## src/rtl/test_monitor_pkg.sv

```systemverilog
// Shared types and arithmetic helpers for the test monitor.
// Counters use sat_add so that a long run never wraps back to a small value.
package test_pkg;

  localparam int unsigned MAX_CHANNELS = 16;

  typedef enum logic [2:0] {
    IDLE    = 3'd0,
    RUN     = 3'd1,
    PASS    = 3'd2,
    FAIL    = 3'd3,
    TIMEOUT = 3'd4
  } mon_state_t;

  // Adds a and b and clamps the result to the largest w-bit value (w <= 32).
  function automatic logic [31:0] sat_add(input logic [31:0] a,
                                          input logic [31:0] b,
                                          input int unsigned w);
    logic [32:0] sum;
    logic [32:0] lim;
    sum = {1'b0, a} + {1'b0, b};
    lim = (33'd1 << w) - 33'd1;
    return (sum > lim) ? lim[31:0] : sum[31:0];
  endfunction

  function automatic logic [4:0] popcount(input logic [MAX_CHANNELS-1:0] v);
    logic [4:0] n;
    n = '0;
    for (int i = 0; i < MAX_CHANNELS; i++) begin
      n = n + {4'd0, v[i]};
    end
    return n;
  endfunction

endpackage

```

## src/rtl/test_monitor_compare.sv

```systemverilog
// Combinational masked compare across all channels: mismatch vector,
// number of failing channels and the lowest failing channel index.
module mon_compare
  import test_pkg::*;
#(
  parameter int CHANNELS = 4,
  parameter int WIDTH    = 32,
  parameter int IDX_W    = 2
) (
  input  logic [CHANNELS-1:0]       valid,
  input  logic [CHANNELS*WIDTH-1:0] exp_words,
  input  logic [CHANNELS*WIDTH-1:0] act_words,
  input  logic [CHANNELS*WIDTH-1:0] mask_words,
  output logic [CHANNELS-1:0]       mismatch,
  output logic [4:0]                mismatch_count,
  output logic [IDX_W-1:0]          lowest_idx
);

  genvar gi;
  generate
    for (gi = 0; gi < CHANNELS; gi++) begin : g_chan
      assign mismatch[gi] = valid[gi] &&
          (((exp_words[gi*WIDTH +: WIDTH] ^ act_words[gi*WIDTH +: WIDTH]) &
            mask_words[gi*WIDTH +: WIDTH]) != '0);
    end
  endgenerate

  assign mismatch_count = popcount(MAX_CHANNELS'(mismatch));

  // Scan from the top so the lowest set index is the one left standing.
  always_comb begin
    lowest_idx = '0;
    for (int i = CHANNELS - 1; i >= 0; i--) begin
      if (mismatch[i]) begin
        lowest_idx = IDX_W'(i);
      end
    end
  end

endmodule

```

## config.mk

```make
export PLATFORM = sky130hd
export DESIGN_NAME = mon_compare
export DESIGN_NICKNAME = d
export VERILOG_FILES = /design/src/rtl/test_monitor_pkg.sv /design/src/rtl/test_monitor_compare.sv
export SDC_FILE = /design/constraint.sdc
export NUM_CORES = 1
export LEC_CHECK = 0
export BUFFER_PORTS_ARGS = -buffer_cell sky130_fd_sc_hd__buf_2
export CORE_AREA = 3 3 156 158
export DETAILED_ROUTE_END_ITERATION = 7
export DIE_AREA = 0 0 159 161
export PLACE_DENSITY = 0.43
export SYNTH_ARGS = -nofsm -noshare
export SYNTH_HDL_FRONTEND = slang
export SYNTH_SLANG_ARGS = --single-unit
```

## constraint.sdc

```tcl
create_clock -name vclk -period 3.5
set_input_delay 0.525 -clock vclk [all_inputs]
set_output_delay 0.525 -clock vclk [all_outputs]
set_load 0.01 [all_outputs]
```

Word-level counts from Yosys, hierarchy flattened

Cells that the tools add are included.

Bits in registers: 0
Latch bits: 0
RAM bits: 0
Memory bits (read-only): 0
Input bits: 388
Output and inout bits: 11
Logic and storage cells: 23
Memories kept: 0

Add/subtract/negate cells: 3
$mul: 0
Div/mod/pow operators: 0
Order comparisons: 0
Equality and inequality tests: 0
Shift operators: 0
Mux-type cells: 4
Bitwise logic cells: 8
Reductions and logical operators: 8

Operator list:

| operator             | number |
|---|---|
| AND 32 bit           | 4 |
| nonzero test 32 bit  | 4 |
| XOR 32 bit           | 4 |
| two-way mux 2 bit    | 4 |
| adder 3 x 1 -> 4 bit | 1 |
| logical AND 1 bit    | 4 |
| adder 2 x 1 -> 3 bit | 1 |
| adder 1 x 1 -> 2 bit | 1 |

Longest topological paths before layout

Depth after elaboration: 8
Mapped depth: 10
Mapped depth without buffers: 10

Least setup slack after synthesis

Ideal clock, no wire load.

Path kind: input to output
Start point: in act_words[119]
End point: out mismatch_count[1]
Arrival: 2.562 ns
Data required time: 2.975 ns
Setup slack: 0.413 ns
Cell stages on the path: 10
Buffers on the path: 0
Path through: xor2_1 > a22oi_1 > nand4_1 > or4_1 > and2_4 > inv_1 > fa_1 > inv_1 > ha_1 > ha_1

Word-level cells in the longest chain between the ends: 5

RTL lines:

| item                 | RTL line                   | source |
|---|---|---|
| start, declared      | test_monitor_compare.sv:12 | `input logic [CHANNELS*WIDTH-1:0] act_words,` |
| XOR 32 bit           | test_monitor_compare.sv:23 | `(((exp_words[gi*WIDTH +: WIDTH] ^ act_words[gi*WIDTH +: WIDTH]) &` |
| AND 32 bit           | test_monitor_compare.sv:23 |  |
| nonzero test 32 bit  | test_monitor_compare.sv:23 |  |
| logical AND 1 bit    | test_monitor_compare.sv:22 | `assign mismatch[gi] = valid[gi] &&` |
| via mismatch[3]      | test_monitor_compare.sv:14 | `output logic [CHANNELS-1:0] mismatch,` |
| adder 3 x 1 -> 4 bit | test_monitor_pkg.sv:30     | `n = n + {4'd0, v[i]};` |
| end, declared        | test_monitor_compare.sv:15 | `output logic [4:0] mismatch_count,` |

The timed path passes the listed nets, and every way through them passes these cells.

Final worst setup path

Start point: in act_words[126]
End point: out mismatch_count[1]

Word-level cells in the longest chain between the ends: 5

RTL lines:

| item                 | RTL line |
|---|---|
| XOR 32 bit           | test_monitor_compare.sv:23 |
| AND 32 bit           | test_monitor_compare.sv:23 |
| nonzero test 32 bit  | test_monitor_compare.sv:23 |
| logical AND 1 bit    | test_monitor_compare.sv:22 |
| adder 3 x 1 -> 4 bit | test_monitor_pkg.sv:30 |

No other way between the ends.

==> flow_summary.ini <==
[sta]
max_freq_mhz = 297
finalSetupTns_ns = 0
timing.final.crit_share_pct = 96.1
final_max_slew_viol_count = 0
setup_violations = 0
period_needed_ns = 3.36
rsz0062_at_grt = no
hold_viol = 0
setup_slack_ns = 0.137

[grt]
antenna_found_initial = 0
track_usage_pct = 8.49
grt_pass1_wl_um = 17500
grt_pass1_vias = 3349
grt_start_max_net_pins = 5
grt-ovfl-total = 0

[die]
rows = 56
ios = 399
dieArea_mm2 = 0.0256
die_height_um = 161
start_util_pct = 8.02
fp.coreArea_mm2 = 0.0233
chipWidth_um = 159

[yosys]
avgSynthCellArea_um2 = 8.15
synth.largest_area_cell = xor2_1
syn_area_mm2 = 0.00187
synth_top_family_by_area = XOR/XNOR gates
yosysUniqueCellTypes = 19
synth.top_cell.area_share_pct = 60.1
seq_area_frac_synth_pct = 0
syn_inst = 229
yosys.area_share.adder_pct = 2.41
synth_simple_gate_area_share_pct = 7.11
synth_xor_area_share_pct = 60.1
yosysWarnings = 0
synth_compound_area_share_pct = 28.2
synthMuxAreaShare_pct = 0
ys_top_cells_by_area = xor2_1, a22oi_1, nand4_1

[placement]
gp_congestion = 0.795
dp_slack_ns = -0.0333
dp_hpwl_um = 11900
portBuffers = 397

[layout]
register_area_um2 = 0
mostFrequentLayoutCells = buf_2, xor2_1, a22oi_1
antenna_cells = 0
clkbuf_count = 0
layout-drive-gt1-share_pct = 65.2
mostFrequentLayoutCell = buf_2
flops_and_latches = 0
nets = 1026
area_growth_pct = 132

[drt]
firstDrtPassIters = 4
wl_met3_um = 967
drc = 0
routedLengthMet1_um = 4710
wl_per_cell_um = 13.0
via_count = 3210
drt_iter0_drc = 80
wl_met2_um = 6640
routed.top_layer = met4
vias_per_cell = 3.37
wl_um = 12300
ant_nets = 0

[min_path]
worstHoldPathCells = 5
hold_path.class = primary input to primary output
worstHoldStart = valid[1]
min_to = mismatch[1]

[pwr]
pwr-share-seq_pct = 0
p_clk_share_pct = 0
leakage_nw = 2.42
pwr_density_cell_mw_per_mm2 = 111
power_mw = 0.482
swShare_pct = 42.5
ir_worst_vdd_uv = 36.6
p_sw_mw = 0.205
comb_power_share_pct = 100.0
intPower_mw = 0.277

[setup_path]
cp-end-kind = primary output
startpoint_type = primary input
cp_max_fo = 2
cpMaxStageDelayCell = or4_4
crit_type = primary input to primary output
crit_required_ns = 2.97
slowest_delay_ns = 0.56
cp_cell_sequence = buf_2 -> xor2_1 -> a22oi_1 -> nand4_1 -> or4_4 -> and2_4 -> inv_2 -> fa_1 -> inv_1 -> ha_1 -> ha_1 -> buf_2
arrival_ns = 2.84

[cts]
cts_setup_buffers = 0
cts_hold_buf = 0

[status]
status = finished clean

[flow_run]
cap_violations = 0
-- kinds of logic (layout without fill, tap and decap cells) --
family / after synthesis / after routing
xor gates and xnor gates: 128 / 128
AOI/OAI and AO/OA: 68 / 68
and+or+nand+nor: 21 / 21
buffers and inverters: 8 / 411
adders and majority gates: 3 / 3
other: 1 / 2
-- stage by stage --
stage	hold WS [ns]	util, %	cell area, µm²	cells
finish	1.51	18.6	4320	952
global route	1.53	18.6	4320	952
CTS	1.52	18.5	4300	952
detailed placement	1.52	18.5	4300	952
global placement	1.52	18.5	4300	952
floorplan	1.18	-	1870	230
-- how the worst max path moves through the flow --
stage	from	end	slack [ns]
5_1_grt	act_words[21]	mismatch_count[1]	0.01
3_3_place_gp	act_words[122]	mismatch_count[1]	-0.009
3_5_place_dp	act_words[122]	mismatch_count[1]	-0.03
2_1_floorplan	act_words[119]	mismatch_count[1]	0.41
4_1_cts	act_words[122]	mismatch_count[1]	0.002
6_report	act_words[126]	mismatch_count[1]	0.14
-- final cells by class --
class,instances,area [µm²]
fillers,2691,18900
repair buffers,405,2050
multi-input cells,222,1860
well taps,319,399
inverters,6,22.5
-- cells in the mapped netlist --
| master | instances |
|---|---|
| nor2b_1 | 1 |
| or4_1 | 1 |
| xor2_1 | 128 |
| nor4_1 | 2 |
| a22oi_1 | 56 |
| inv_1 | 6 |
| conb_1 | 1 |
| buf_4 | 2 |
| nand4_1 | 15 |
| ha_1 | 2 |
| a22o_1 | 4 |
| o211ai_1 | 1 |
| fa_1 | 1 |
| o31ai_2 | 1 |
| a221oi_1 | 4 |
| a21oi_1 | 1 |
| o211a_1 | 1 |
| nor2_1 | 1 |
| and2_4 | 1 |
-- worst max-delay path, delay by kind of cell --
| family | cells | cell delay (ns) |
|---|---|---|
| and+or+nand+nor | 3 | 0.84 |
| buffers and inverters | 4 | 0.36 |
| xor gates and xnor gates | 1 | 0.15 |
| AOI/OAI and AO/OA | 1 | 0.22 |
| adders and majority gates | 3 | 0.74 |
-- timing repair --
item,in CTS,in global routing
endpoints found under the setup margin,1,2
gates resized for setup,1,5
pin swaps,0,12
-- routing by layer --
| metal | vias up | track usage (%) |
|---|---|---|
| met3 | 2 | 1.51 |
| met5 | - | 0 |
| met2 | 199 | 17.0 |
| met4 | 0 | 0.119 |
| li1 | 1661 | - |
| met1 | 1348 | 9.90 |
-- power by group through the flow --
stage / clock (mW) / sequential [mW] / combinational (mW)
after global placement: 0 / 0 / 0.482
final: 0 / 0 / 0.482
after CTS: 0 / 0 / 0.488
after global routing: 0 / 0 / 0.536
after detailed placement: 0 / 0 / 0.485
after floorplan: 0 / 0 / 0.178
No activity file was read; power rests on OpenSTA's default activity.
